[src/rtl/cpu_pkg.sv]
// Shared constants for the 5-stage core pipeline control.
// Tuse sentinel, MDU latencies and exception handler address.
package cpu_pkg;

    localparam logic [1:0] TUSE_NONE = 2'd3;

    localparam int MULT_CYC_DEF = 5;
    localparam int DIV_CYC_DEF  = 10;

    localparam logic [31:0] HANDLER_ADDR = 32'h0000_4180;

endpackage

[src/rtl/md_busy_cnt.sv]
// Multiply/divide busy countdown.
// Loads the op latency on issue and counts down to zero.
module md_busy_cnt
    import cpu_pkg::*;
#(
    parameter int MULT_CYC = MULT_CYC_DEF,
    parameter int DIV_CYC  = DIV_CYC_DEF,
    localparam int MAXC    = (MULT_CYC > DIV_CYC) ? MULT_CYC : DIV_CYC,
    localparam int CW      = $clog2(MAXC + 1)
) (
    input  logic          clk,
    input  logic          reset,
    input  logic          load,
    input  logic          is_div,
    output logic [CW-1:0] cnt
);

    localparam logic [CW-1:0] MULT_LD = CW'(MULT_CYC);
    localparam logic [CW-1:0] DIV_LD  = CW'(DIV_CYC);

    always_ff @(posedge clk or posedge reset) begin
        if (reset) begin
            cnt <= '0;
        end else if (load) begin
            cnt <= is_div ? DIV_LD : MULT_LD;
        end else if (cnt != '0) begin
            cnt <= cnt - 1'b1;
        end
    end

endmodule

[src/rtl/pipe_hazard_ctrl.sv]
// Pipeline stall/bubble/flush controller.
// Combines data, MDU and ERET hazards under exception priority.
module pipe_hazard_ctrl
    import cpu_pkg::*;
#(
    parameter int MULT_CYC = MULT_CYC_DEF,
    parameter int DIV_CYC  = DIV_CYC_DEF
) (
    input  logic       clk,
    input  logic       reset,
    input  logic [4:0] rs_d,
    input  logic [4:0] rt_d,
    input  logic [1:0] tuse_rs_d,
    input  logic [1:0] tuse_rt_d,
    input  logic       md_use_d,
    input  logic       eret_d,
    input  logic [4:0] a3_e,
    input  logic [4:0] a3_m,
    input  logic       rfwr_e,
    input  logic       rfwr_m,
    input  logic [1:0] tnew_e,
    input  logic [1:0] tnew_m,
    input  logic       epc_wr_e,
    input  logic       epc_wr_m,
    input  logic       md_start_e,
    input  logic       md_is_div_e,
    input  logic       exc_req_m,
    output logic       stall,
    output logic       clr_e,
    output logic       req,
    output logic       md_busy
);

    localparam int MAXC = (MULT_CYC > DIV_CYC) ? MULT_CYC : DIV_CYC;
    localparam int CW   = $clog2(MAXC + 1);

    logic [CW-1:0] cnt;
    logic          hz_rs;
    logic          hz_rt;
    logic          hz_data;
    logic          hz_md;
    logic          hz_eret;
    logic          raw;

    // A younger op in E is flushed on exception, so it must not load.
    md_busy_cnt #(
        .MULT_CYC (MULT_CYC),
        .DIV_CYC  (DIV_CYC)
    ) u_cnt (
        .clk    (clk),
        .reset  (reset),
        .load   (md_start_e & ~exc_req_m),
        .is_div (md_is_div_e),
        .cnt    (cnt)
    );

    assign hz_rs = (rs_d != 5'd0) && (tuse_rs_d != TUSE_NONE) && (
        (rfwr_e && a3_e == rs_d && tnew_e > tuse_rs_d) ||
        (rfwr_m && a3_m == rs_d && tnew_m > tuse_rs_d));

    assign hz_rt = (rt_d != 5'd0) && (tuse_rt_d != TUSE_NONE) && (
        (rfwr_e && a3_e == rt_d && tnew_e > tuse_rt_d) ||
        (rfwr_m && a3_m == rt_d && tnew_m > tuse_rt_d));

    assign hz_data = hz_rs | hz_rt;
    assign md_busy = md_start_e | (cnt != '0);
    assign hz_md   = md_use_d & md_busy;
    assign hz_eret = eret_d & (epc_wr_e | epc_wr_m);
    assign raw     = hz_data | hz_md | hz_eret;

    assign req   = exc_req_m;
    assign stall = raw & ~exc_req_m;
    assign clr_e = stall;

endmodule

[config.mk]
export PLATFORM = sky130hd
export DESIGN_NAME = pipe_hazard_ctrl
export DESIGN_NICKNAME = d
export VERILOG_FILES = /design/src/rtl/cpu_pkg.sv /design/src/rtl/md_busy_cnt.sv /design/src/rtl/pipe_hazard_ctrl.sv
export SDC_FILE = /design/constraint.sdc
export NUM_CORES = 1
export LEC_CHECK = 0
export ABC_AREA = 1
export BUFFER_PORTS_ARGS = -buffer_cell sky130_fd_sc_hd__buf_2
export CAP_MARGIN = 20
export CORE_ASPECT_RATIO = 0.75
export CORE_MARGIN = 5
export CORE_UTILIZATION = 49
export DETAILED_ROUTE_END_ITERATION = 12
export PLACE_DENSITY_LB_ADDON = 0.1
export SYNTH_ARGS = -nofsm -noshare
export SYNTH_HDL_FRONTEND = slang
export SYNTH_SLANG_ARGS = --single-unit
[constraint.sdc]
create_clock -name clk -period 5.1 [get_ports clk]
set_input_delay 1.02 -clock clk [delete_from_list [all_inputs] [get_ports clk]]
set_output_delay 1.02 -clock clk [all_outputs]
set_load 0.005 [all_outputs]
== Yosys cells after proc, flatten, opt, wreduce, memory -nomap -nowiden ==
Index checks and enable logic that the tools add are counted.
Storage, ports and cells
  bits in registers: 4
  latch bits: 0
  bits in writable memories: 0
  bits in read-only memories: 0
  input bits: 39
  word-level logic and storage cells: 43
  memories: 0
Cells by class
  add/sub/neg operators: 1
  multiply operators: 0
  divide/modulo/power cells: 0
  order comparisons: 4
  eq/ne operators: 6
  shift-type cells: 0
  muxes and demuxes: 3
  bitwise gates (word level): 10
  reduce and logical (&&, ||, !) cells: 18
Operators by type and width (number)
  $eq 5x5->1: 4
  $logic_and 1x1->1: 12
  $mux 4: 3
  $reduce_bool 5->1: 2
  $gt 2x2->1: 4
  $or 1x1->1: 5
  $and 1x1->1: 4
  $ne 2x2->1 const B: 2
  $reduce_bool 4->1: 1
  $sub 4x1->4 const B: 1
  $logic_or 1x1->1: 2
  $reduce_bool 2->1: 1
  $not 1->1: 1

== Logic depth before layout (Yosys ltp) ==
Gate-level depths: netlist (run 1).
  depth after elaboration: 9
  mapped depth: 14
  depth with buffers taken out: 13

== Modules after synthesis ==
Synthesis (run 1) repeated with hierarchy kept, for this count alone.
Second synthesis, totals
  cells, all modules: 160
  area total of the unflattened synthesis: 902.1 um^2
By module, submodules not included
  pipe_hazard_ctrl: times used 1, cells an instance 127, area each 646.9 um^2, sequential area each 0.0 um^2
  md_busy_cnt: times used 1, cells an instance 33, area each 255.2 um^2, sequential area each 100.1 um^2

== Least setup slack after synthesis (run 1) ==
OpenSTA, ideal clock, no wires.
  path kind: input to output
  from: input tuse_rs_d[1]
  to: output stall
  arrival: 2.066 ns
  data required time: 4.080 ns
  setup slack: 2.014 ns
  stages: 14
  path buffers: 1
  cells stage by stage: inv_1 > ha_1 > nand2_1 > inv_1 > nor2_1 > nand2_1 > nor2_2 > nand2_1 > nand2_1 > nand2_1 > nand3_1 > nand2_1 > inv_1 > buf_4
On the way
  cells in the longest elaborated chain, start to end: 8
  elaborated cells between the ends (all ways): 12
RTL lines
  start, declared: RTL line pipe_hazard_ctrl.sv:13  | input logic [1:0] tuse_rs_d,
  $gt 2x2->1, on equally long branches: RTL line pipe_hazard_ctrl.sv:58, pipe_hazard_ctrl.sv:59
  $logic_and 1x1->1, on equally long branches: RTL line pipe_hazard_ctrl.sv:58, pipe_hazard_ctrl.sv:59
  $logic_or 1x1->1: RTL line pipe_hazard_ctrl.sv:58  | (rfwr_e && a3_e == rs_d && tnew_e > tuse_rs_d) ||
  $logic_and 1x1->1 *: RTL line pipe_hazard_ctrl.sv:57  | assign hz_rs = (rs_d != 5'd0) && (tuse_rs_d != TUSE_NONE) && (
  $or 1x1->1 *: RTL line pipe_hazard_ctrl.sv:65  | assign hz_data = hz_rs | hz_rt;
  $or 1x1->1 * (2 in a row): RTL line pipe_hazard_ctrl.sv:69  | assign raw = hz_data | hz_md | hz_eret;
  $and 1x1->1 *: RTL line pipe_hazard_ctrl.sv:72  | assign stall = raw & ~exc_req_m;
  end, declared: RTL line pipe_hazard_ctrl.sv:28  | output logic stall,
Every way passes the cells marked *; elsewhere a longest branch is shown, timed or not.

== Worst setup path after layout (run 1) ==
Same ends and word-level chain as after synthesis.

==> run metrics, run 1 <==
status=completed; Worst Hold Class=reg2reg; Total GRT Usage=between 10% and 20%; pwr/cell area=approximately 210 nW/um^2; setup bufs post-CTS=0; Final Skew=0.00960 ns; Resized cells post-CTS=0; Largest delay share family, worst path=simple AND/OR/NAND/NOR gates; most frequent cells in the layout=42 x nand2_1, 42 x buf_2, 30 x inv_1; post-layout min period=between 3 and 4 ns; FF-to-FF path depth=7; # hold bufs at CTS=0; Synthesized Nets=201; Initial Util=a little over 50%; Layout area overhead=27.6%; Largest register FFs=4; first-pass GRT wire length=about 3600 um; WS Path Type=in2out; relative slew slack=80.9%; Max IR drop VDD=between 0.2 and 0.25 mV; MaxCap Viol Count=0; port bufs=42; WHS Path Cells=2; final wirelength=~2200 um; RR Startpoint=u_cnt.cnt[0]; routed via count=996; largest net degree at the start of global routing=6; htree depth=1; largest registers=u_cnt.cnt: 4 flops; Clock Latency Late Sink=0.24 ns; Pwr Total=243 uW; CTS clk-pin slew, worst paths=0.03 ns; TritonRoute pass-1 iters=4; Die Wd=around 60 um; Hold Path Sink=u_cnt.cnt[0]; vias in the first global route=905; Synth Warn #=0; core footprint=around 1700 um^2; Hold Vio Cnt, Final=0; Crit path largest cell delay=0.30 ns; RSZ-0062 raised after global routing=no; Worst path slowest cell=ha_1; Static Leak=0.000709 uW; CTS Buffer Depth=2; Via-to-Cell Ratio=4.59; gpl congestion=0.781; Buffers & Inverters on Critical Path=5; ANT cells=0; crit-path max FO=2; initial antenna violation count=0; sequential area share after synthesis=between 10% and 20%; DRC marker count from the first detailed-route iteration=17; fill cell count=181; DPL Wire Length=2060 um; DR DRC count=0; final setup fails=0; fin crit share=64.8%; CP arrival=2.28 ns; CTS root buf=clkbuf_4; die footprint=2780 um^2; crit path cell chain=buf_2, inv_1, ha_1, nand2_1, inv_1, nor2_1, nand2_1, nor2_2, nand2_1, nand2_1, nand2_1, nand3_1, nand2_1, inv_1, buf_2; remaining antenna violation count after routing=0; R2R Path End=u_cnt.cnt[1]; nets=roughly 250; flops & latches, synth=4; fmax=303 MHz; Biggest register=u_cnt.cnt; CTS Buf Count=3; # IOs=43; num rows=13; worst reg2reg setup slack=3.61 ns; post-synthesis average cell area=5.85 um^2; worst slew pin tran=0.286 ns; Final TNS setup=0 ns; Die Ht=46.9 um; Mapped Area=890 um^2; WP data required=4.08 ns; WL per Instance=10.3 um; Mapped Cells=~150; startpoint class of the critical path=input port; Critical Path End Type=output pin; layout cells sized above 1=30.3%; worst hold start=u_cnt.cnt[0]; Num Clock Sinks=4; Netlist cell types=19; Most Frequent Cell on Critical Path=nand2_1; global route overflow=0; CTS tree=built; Max Transition Viols Final=0
## through the flow
| step | cells | cell area (um^2) | utilization [%] | setup WS, ns | hold WS, ns |
|---|---|---|---|---|---|
| 2_1_floorplan | 152 | 890 | - | 2.01 | 0.522 |
| 3_3_place_gp | 214 | 1110 | 64.5 | 1.84 | 0.577 |
| 3_5_place_dp | 214 | 1110 | 64.5 | 1.82 | 0.581 |
| 4_1_cts | 217 | 1130 | 65.8 | 1.81 | 0.588 |
| 5_1_grt | 217 | 1130 | 65.8 | 1.63 | 0.628 |
| 6_report | 217 | 1130 | 65.8 | 1.80 | 0.588 |
## tightest hold or removal path: stages (launching register included)
cell,delay (ns)
dfrtp_1,0.31
inv_1,0.09
a21oi_2,0.14
## cell type report
class | instances | area (um^2) | share of cell area, %
multi-input cells | 109 | 636 | 56.0
repair buffers | 42 | 210 | 18.5
flip-flops and latches | 4 | 100 | 8.82
inverters | 37 | 139 | 12.2
clock buffers | 3 | 22.5 | 1.98
well taps | 22 | 27.5 | 2.43
## how the worst max path moves through the flow
stage	cells past startpoint	startpoint	endpoint	slack [ns]
floorplan	14	tuse_rs_d[1]	stall	2.01
global placement	14	tuse_rs_d[1]	stall	1.84
detailed placement	14	tuse_rs_d[1]	clr_e	1.82
CTS	14	tuse_rs_d[1]	clr_e	1.81
global route	15	tuse_rs_d[1]	stall	1.63
finish	15	tuse_rs_d[1]	stall	1.80
## cells in the mapped netlist
library cell	number	area, um^2
inv_1	30	113
o21a_1	1	7.51
o21ai_0	3	15.0
a21oi_2	2	17.5
inv_2	7	26.3
xor2_1	5	43.8
or2_4	1	8.76
ha_1	10	125
dfrtp_1	4	100
nand2_1	42	158
nor2_2	3	18.8
o21bai_1	3	22.5
nand2_2	1	6.26
buf_4	2	15.0
nor2_1	13	48.8
nand4_1	1	6.26
a21oi_1	8	40.0
nand3_1	6	30.0
xnor2_1	10	87.6
## power by group
group | leakage (uW) | total, uW | switching [uW] | internal (uW)
Clock | 0.0000138 | 40.1 | 13.7 | 26.3
Combinational | 0.000649 | 146 | 82.9 | 62.8
Sequential | 0.0000470 | 57.5 | 8.88 | 48.7
Total | 0.000709 | 243 | 106 | 138
## routing by layer
metal / global-route usage, % / share of wire (%)
met2: 28.3 / 41
met4: 3.17 / 0
met5: 0 / 0
met1: 22.9 / 48
met3: 6.59 / 11
## cell families after synthesis
group	Yosys count	synth area share (%)
AO/OA/AOI/OAI	17	11.5
AND/OR/NAND/NOR	67	31.1
flip-flops	4	11.3
buffers and inverters	39	17.3
adder cells (fa/ha/maj)	10	14.1
XOR/XNOR	15	14.8
Power figures use the tool's default switching activity.
==> run 2, diff against run 1 <==
Settings changed: CORE_UTILIZATION 49 to 46.
Clock period 5.1 ns to 3.08 ns, I/O delays scaled along.
==> run metrics, run 2 (same netlist as run 1, synthesis figures left out) <==
Final TNS setup=0 ns (unchanged); RSZ-0062 raised after global routing=no; CTS clk-pin slew, worst paths=0.04 ns (about the same); htree depth=1 (unchanged); vias in the first global route=871 (-3.8%); Critical Path End Type=output pin; largest net degree at the start of global routing=6 (unchanged); final wirelength=2250 um (+0.18%); dpl ws=0.579 ns (-1.24 ns); worst setup margin=0.568 ns (-1.23 ns); initial antenna violation count=0 (unchanged); fmax=398 MHz; # IOs=43 (unchanged); crit path cell chain=buf_2, inv_1, ha_1, nand2_1, inv_1, nor2_1, nand2_1, nor2_1, nand2_1, nand2_1, nand2_1, nand3_1, nand2_1, inv_1, buf_2; Resized cells post-CTS=0 (unchanged); remaining antenna violation count after routing=0 (unchanged); TritonRoute pass-1 iters=4 (unchanged); WL per Instance=10.3 um (+0.18%); layout cells sized above 1=30.3% (unchanged); Num Clock Sinks=4 (unchanged); global route overflow=0 (unchanged); Die Ht=48.1 um (+2.5%); Buffers & Inverters on Critical Path=5 (unchanged); worst hold margin=0.257 ns (-0.331 ns); Layout Utilization=63.4% (-2.4 points); Die Wd=60.8 um (+2.7%); final instance area=1130 um^2 (unchanged); crit-path max FO=2 (unchanged); CP arrival=1.90 ns (-0.38 ns); CTS Buf Count=3 (unchanged); most frequent cells in the layout=42 x nand2_1, 42 x buf_2, 30 x inv_1; first-pass GRT wire length=3510 um (-3.8%); largest registers=u_cnt.cnt: 4 flops; Largest delay share family, worst path=simple AND/OR/NAND/NOR gates; relative slew slack=83.8% (+2.9 points); setup bufs post-CTS=0 (unchanged); fin crit share=81.6%; Max IR drop VDD=0.206 mV (-5.4%); CTS root buf=clkbuf_4; DPL Wire Length=2070 um (+0.28%); placed cell area=1110 um^2 (unchanged); pwr/cell area=349 nW/um^2 (+63%); port bufs=42 (unchanged); Total GRT Usage=16.5% (-1.1 points); routed via count=980 (-1.6%); Final Skew=0.00323 ns (-0.00637 ns); Initial Util=49.7% (-1.9 points); final setup fails=0 (unchanged); startpoint class of the critical path=input port; Worst Hold Class=in2async; Largest register FFs=4 (unchanged); worst setup path startpoint=tuse_rs_d[1]; gpl congestion=0.804 (+2.9%); Max Transition Viols Final=0 (unchanged); core footprint=1790 um^2 (+3.8%); post-layout min period=2.51 ns; die footprint=2920 um^2 (+5.3%); CTS tree=built; Clock Latency Late Sink=0.23 ns (about the same); status=completed; MaxCap Viol Count=0 (unchanged); Layout area overhead=27.6% (unchanged); worst slew pin tran=0.243 ns (-0.0436 ns); Worst path slowest cell=ha_1; ANT cells=0 (unchanged); Via-to-Cell Ratio=4.52 (-1.6%); # hold bufs at CTS=0 (unchanged); nets=246 (unchanged); Most Frequent Cell on Critical Path=nand2_1; WP data required=2.46 ns (-1.62 ns); CTS Buffer Depth=2 (unchanged); RR Startpoint=u_cnt.cnt[0]; num rows=13 (unchanged); Biggest register=u_cnt.cnt; DR DRC count=0 (unchanged); Crit path largest cell delay=0.31 ns (about the same); DRC marker count from the first detailed-route iteration=22 (+5); Hold Vio Cnt, Final=0 (unchanged); WS Path Type=in2out; Static Leak=0.000709 uW (unchanged)
[run 2: cell counts in the layout (fill, tap and decap cells not counted)]
No cell type changed its count.
[run 2: report_power, final]
part / internal [uW] / total (uW) / switching (uW)
registers: 80.6 / 94.2 / 13.6
logic: 104 / 240 / 136
clock network: 43.4 / 62.1 / 18.7
total: 228 / 396 / 169
[run 2: worst paths after layout]
| kind | to | slack [ns] | cells past startpoint |
|---|---|---|---|
| setup / recovery | stall | 0.57 | 15 |
| hold / removal | u_cnt.cnt[2] | 0.26 | 2 |
| setup reg to reg | u_cnt.cnt[1] | 1.66 | 7 |
| hold reg to reg | u_cnt.cnt[0] | 0.58 | 2 |
| max in group asynchronous | u_cnt.cnt[3] | 2.67 | 2 |
| min in group clk | u_cnt.cnt[0] | 0.58 | 2 |
[run 2: layout make-up]
type,instances,area (um^2)
sequential,4,100
clock buffer,3,22.5
multi-input combinational,109,636
tap,22,27.5
timing repair buffer,42,210
inverter,37,139
fill,187,654
[run 2: per-layer routing]
layer	vias up	part of all wire, %	GRT usage (%)
li1	542	-	-
met1	394	48	23.0
met2	42	40	26.4
met3	2	12	2.43
met4	0	0.40	5.19
met5	-	0	0
[run 2: per-stage QoR]
step	total power [uW]	instances
after global routing	441	217
after CTS	400	217
after floorplan	261	152
after detailed placement	334	214
final	396	217
after global placement	329	214
==> run 3, diff against run 2 <==
Settings changed: CORE_UTILIZATION 46 to 41.
Clock period 3.08 ns to 2 ns, I/O delays scaled along.
==> run metrics, run 3 (same netlist as run 1, synthesis figures left out) <==
WS Path Type=in2out; Via-to-Cell Ratio=4.59 (+1.6%); num rows=14 (+1); # IOs=43 (unchanged); clock power share=14.8% (-0.9 points); area of the multi-input gates=718 um^2 (+13%); core footprint=2030 um^2 (+14%); dpl ws=-0.0793 ns (-0.658 ns); CTS clk-pin slew, worst paths=0.04 ns (about the same); Seq. cell area=100 um^2 (unchanged); Final Skew=0.00143 ns (-0.00180 ns); R2R Path End=u_cnt.cnt[0]; CTS tree=built; DR DRC count=0 (unchanged); Hold Vio Cnt, Final=0 (unchanged); largest net degree at the start of global routing=6 (unchanged); Clock Latency Late Sink=0.23 ns (about the same); global route overflow=0 (unchanged); placed cell area=1120 um^2 (+0.90%); Most Frequent Cell on Critical Path=nand2_1; CTS root buf=clkbuf_4; crit path cell chain=buf_2, ha_1, a21oi_1, nand2_1, nor2_1, nand2_1, nand2_1, nand2_1, nand3_1, nand2_1, inv_1, buf_2; fin crit share=98.8%; startpoint class of the critical path=input port; Max IR drop VDD=0.288 mV (+40%); die footprint=3210 um^2 (+9.9%); Critical Path End Type=output pin; final setup fails=0 (unchanged); Worst Hold Class=in2async; CP arrival=1.58 ns (-0.32 ns); Die Wd=63.8 um (+4.9%); RR Startpoint=u_cnt.cnt[0]; remaining antenna violation count after routing=0 (unchanged); share of power burned in registers=22.4% (-1.4 points); htree depth=1 (unchanged); DRC marker count from the first detailed-route iteration=19 (-14%); Layout area overhead=43.5%; ANT cells=0 (unchanged); Die Ht=50.3 um (+4.7%); Worst path slowest cell=ha_1; Num Clock Sinks=4 (unchanged); RSZ-0062 raised after global routing=yes; Crit path largest cell delay=0.29 ns (-0.02 ns); Internal=374 uW (+64%); routed via count=1,014 (+3.5%); pwr/cell area=508 nW/um^2 (+45%); status=completed; fill cell count=204 (+9.1%); Total GRT Usage=14.8% (-1.7 points); # hold bufs at CTS=0 (unchanged); worst reg2reg setup slack=0.57 ns (-1.09 ns); final wirelength=2440 um (+8.6%); WL per Instance=11.0 um (+6.6%); Biggest register=u_cnt.cnt; first-pass GRT wire length=3910 um (+12%); most frequent cells in the layout=40 x nand2_1, 37 x buf_2, 24 x inv_1; Max Transition Viols Final=0 (unchanged); CTS Buffer Depth=2 (unchanged); Static Leak=0.000725 uW (+2.2%); Psw=274 uW (+63%); Initial Util=43.8% (-5.9 points); port bufs=42 (unchanged); MaxCap Viol Count=0 (unchanged); FF-to-FF path depth=8 (+1); worst setup margin=0.0236 ns (-0.545 ns); largest registers=u_cnt.cnt: 4 flops; initial antenna violation count=0 (unchanged); TritonRoute pass-1 iters=4 (unchanged); post-layout min period=1.98 ns; relative slew slack=81.8% (-2.0 points); nets=248 (+0.81%); commonest non-fill, non-tap cell in the layout=nand2_1; layout cells sized above 1=38.6% (+8.3 points); vias in the first global route=975 (+12%); fmax=506 MHz; crit-path max FO=3 (+1); DPL Wire Length=2080 um (+0.40%); Sw Ratio=42.3% (-0.24 points); Largest register FFs=4 (unchanged); final instance area=1280 um^2 (+12%); combinational share of power=62.9% (+2.3 points); worst slew pin tran=0.272 ns (+0.0299 ns); WP data required=1.60 ns (-0.86 ns); gpl congestion=0.788 (-2.0%); CTS Buf Count=3 (unchanged)
[run 3: worst max path at each step]
| stage | from | end | slack (ns) | cells past startpoint |
|---|---|---|---|---|
| global placement | tuse_rs_d[1] | stall | -0.05 | 15 |
| finish | tuse_rt_d[0] | clr_e | 0.02 | 12 |
| CTS | tuse_rs_d[0] | clr_e | 0.002 | 14 |
| global route | tuse_rs_d[1] | stall | -0.10 | 15 |
| floorplan | tuse_rs_d[1] | stall | 0.15 | 14 |
| detailed placement | tuse_rs_d[1] | clr_e | -0.08 | 15 |
[run 3: per-stage QoR]
stage,std cells,hold WS [ns],total power (uW),TNS (ns),util [%]
after detailed placement,217,0.281,522,-0.157,55.2
after floorplan,152,0.166,401,0,-
after global routing,221,0.0426,724,-0.210,62.8
final,221,0.0388,648,0,62.8
after CTS,220,0.0409,633,0,59.5
after global placement,217,0.282,510,-0.103,55.2
[run 3: critical path: cells and delay by family]
| kind | cells | cell delay [ns] |
|---|---|---|
| AOI/OAI and AO/OA | 1 | 0.13 |
| and+or+nand+nor | 7 | 0.48 |
| adders and majority gates | 1 | 0.29 |
| buffers and inverters | 3 | 0.27 |
[run 3: repair_timing]
item                                    4_1_cts  5_1_grt
pin swaps                                     5       21
setup buffers                                 0        1
gates resized for setup                       9       21
endpoints found under the setup margin        2        2
[run 3: power by group through the flow]
| stage | Clock (uW) | Sequential (uW) | Combinational (uW) |
|---|---|---|---|
| 5_1_grt | 108 | 150 | 467 |
| 3_5_place_dp | 0 | 146 | 376 |
| 6_report | 95.6 | 145 | 407 |
| 4_1_cts | 97.0 | 145 | 391 |
| 2_1_floorplan | 0 | 141 | 260 |
| 3_3_place_gp | 0 | 146 | 364 |
[run 3: final cells by class]
cell class                 instances  area share [%]
sequential                         4            7.84
timing repair buffer              44            20.1
multi-input combinational        109            56.3
clock buffer                       3            1.76
tap                               24            2.35
inverter                          37            11.7
[run 3: per-layer routing]
layer | vias up | global-route usage [%] | part of all wire [%]
li1 | 545 | - | -
met1 | 425 | 20.5 | 48
met2 | 40 | 22.9 | 41
met3 | 4 | 2.68 | 8.5
met4 | 0 | 5.19 | 1.8
met5 | - | 0 | 0
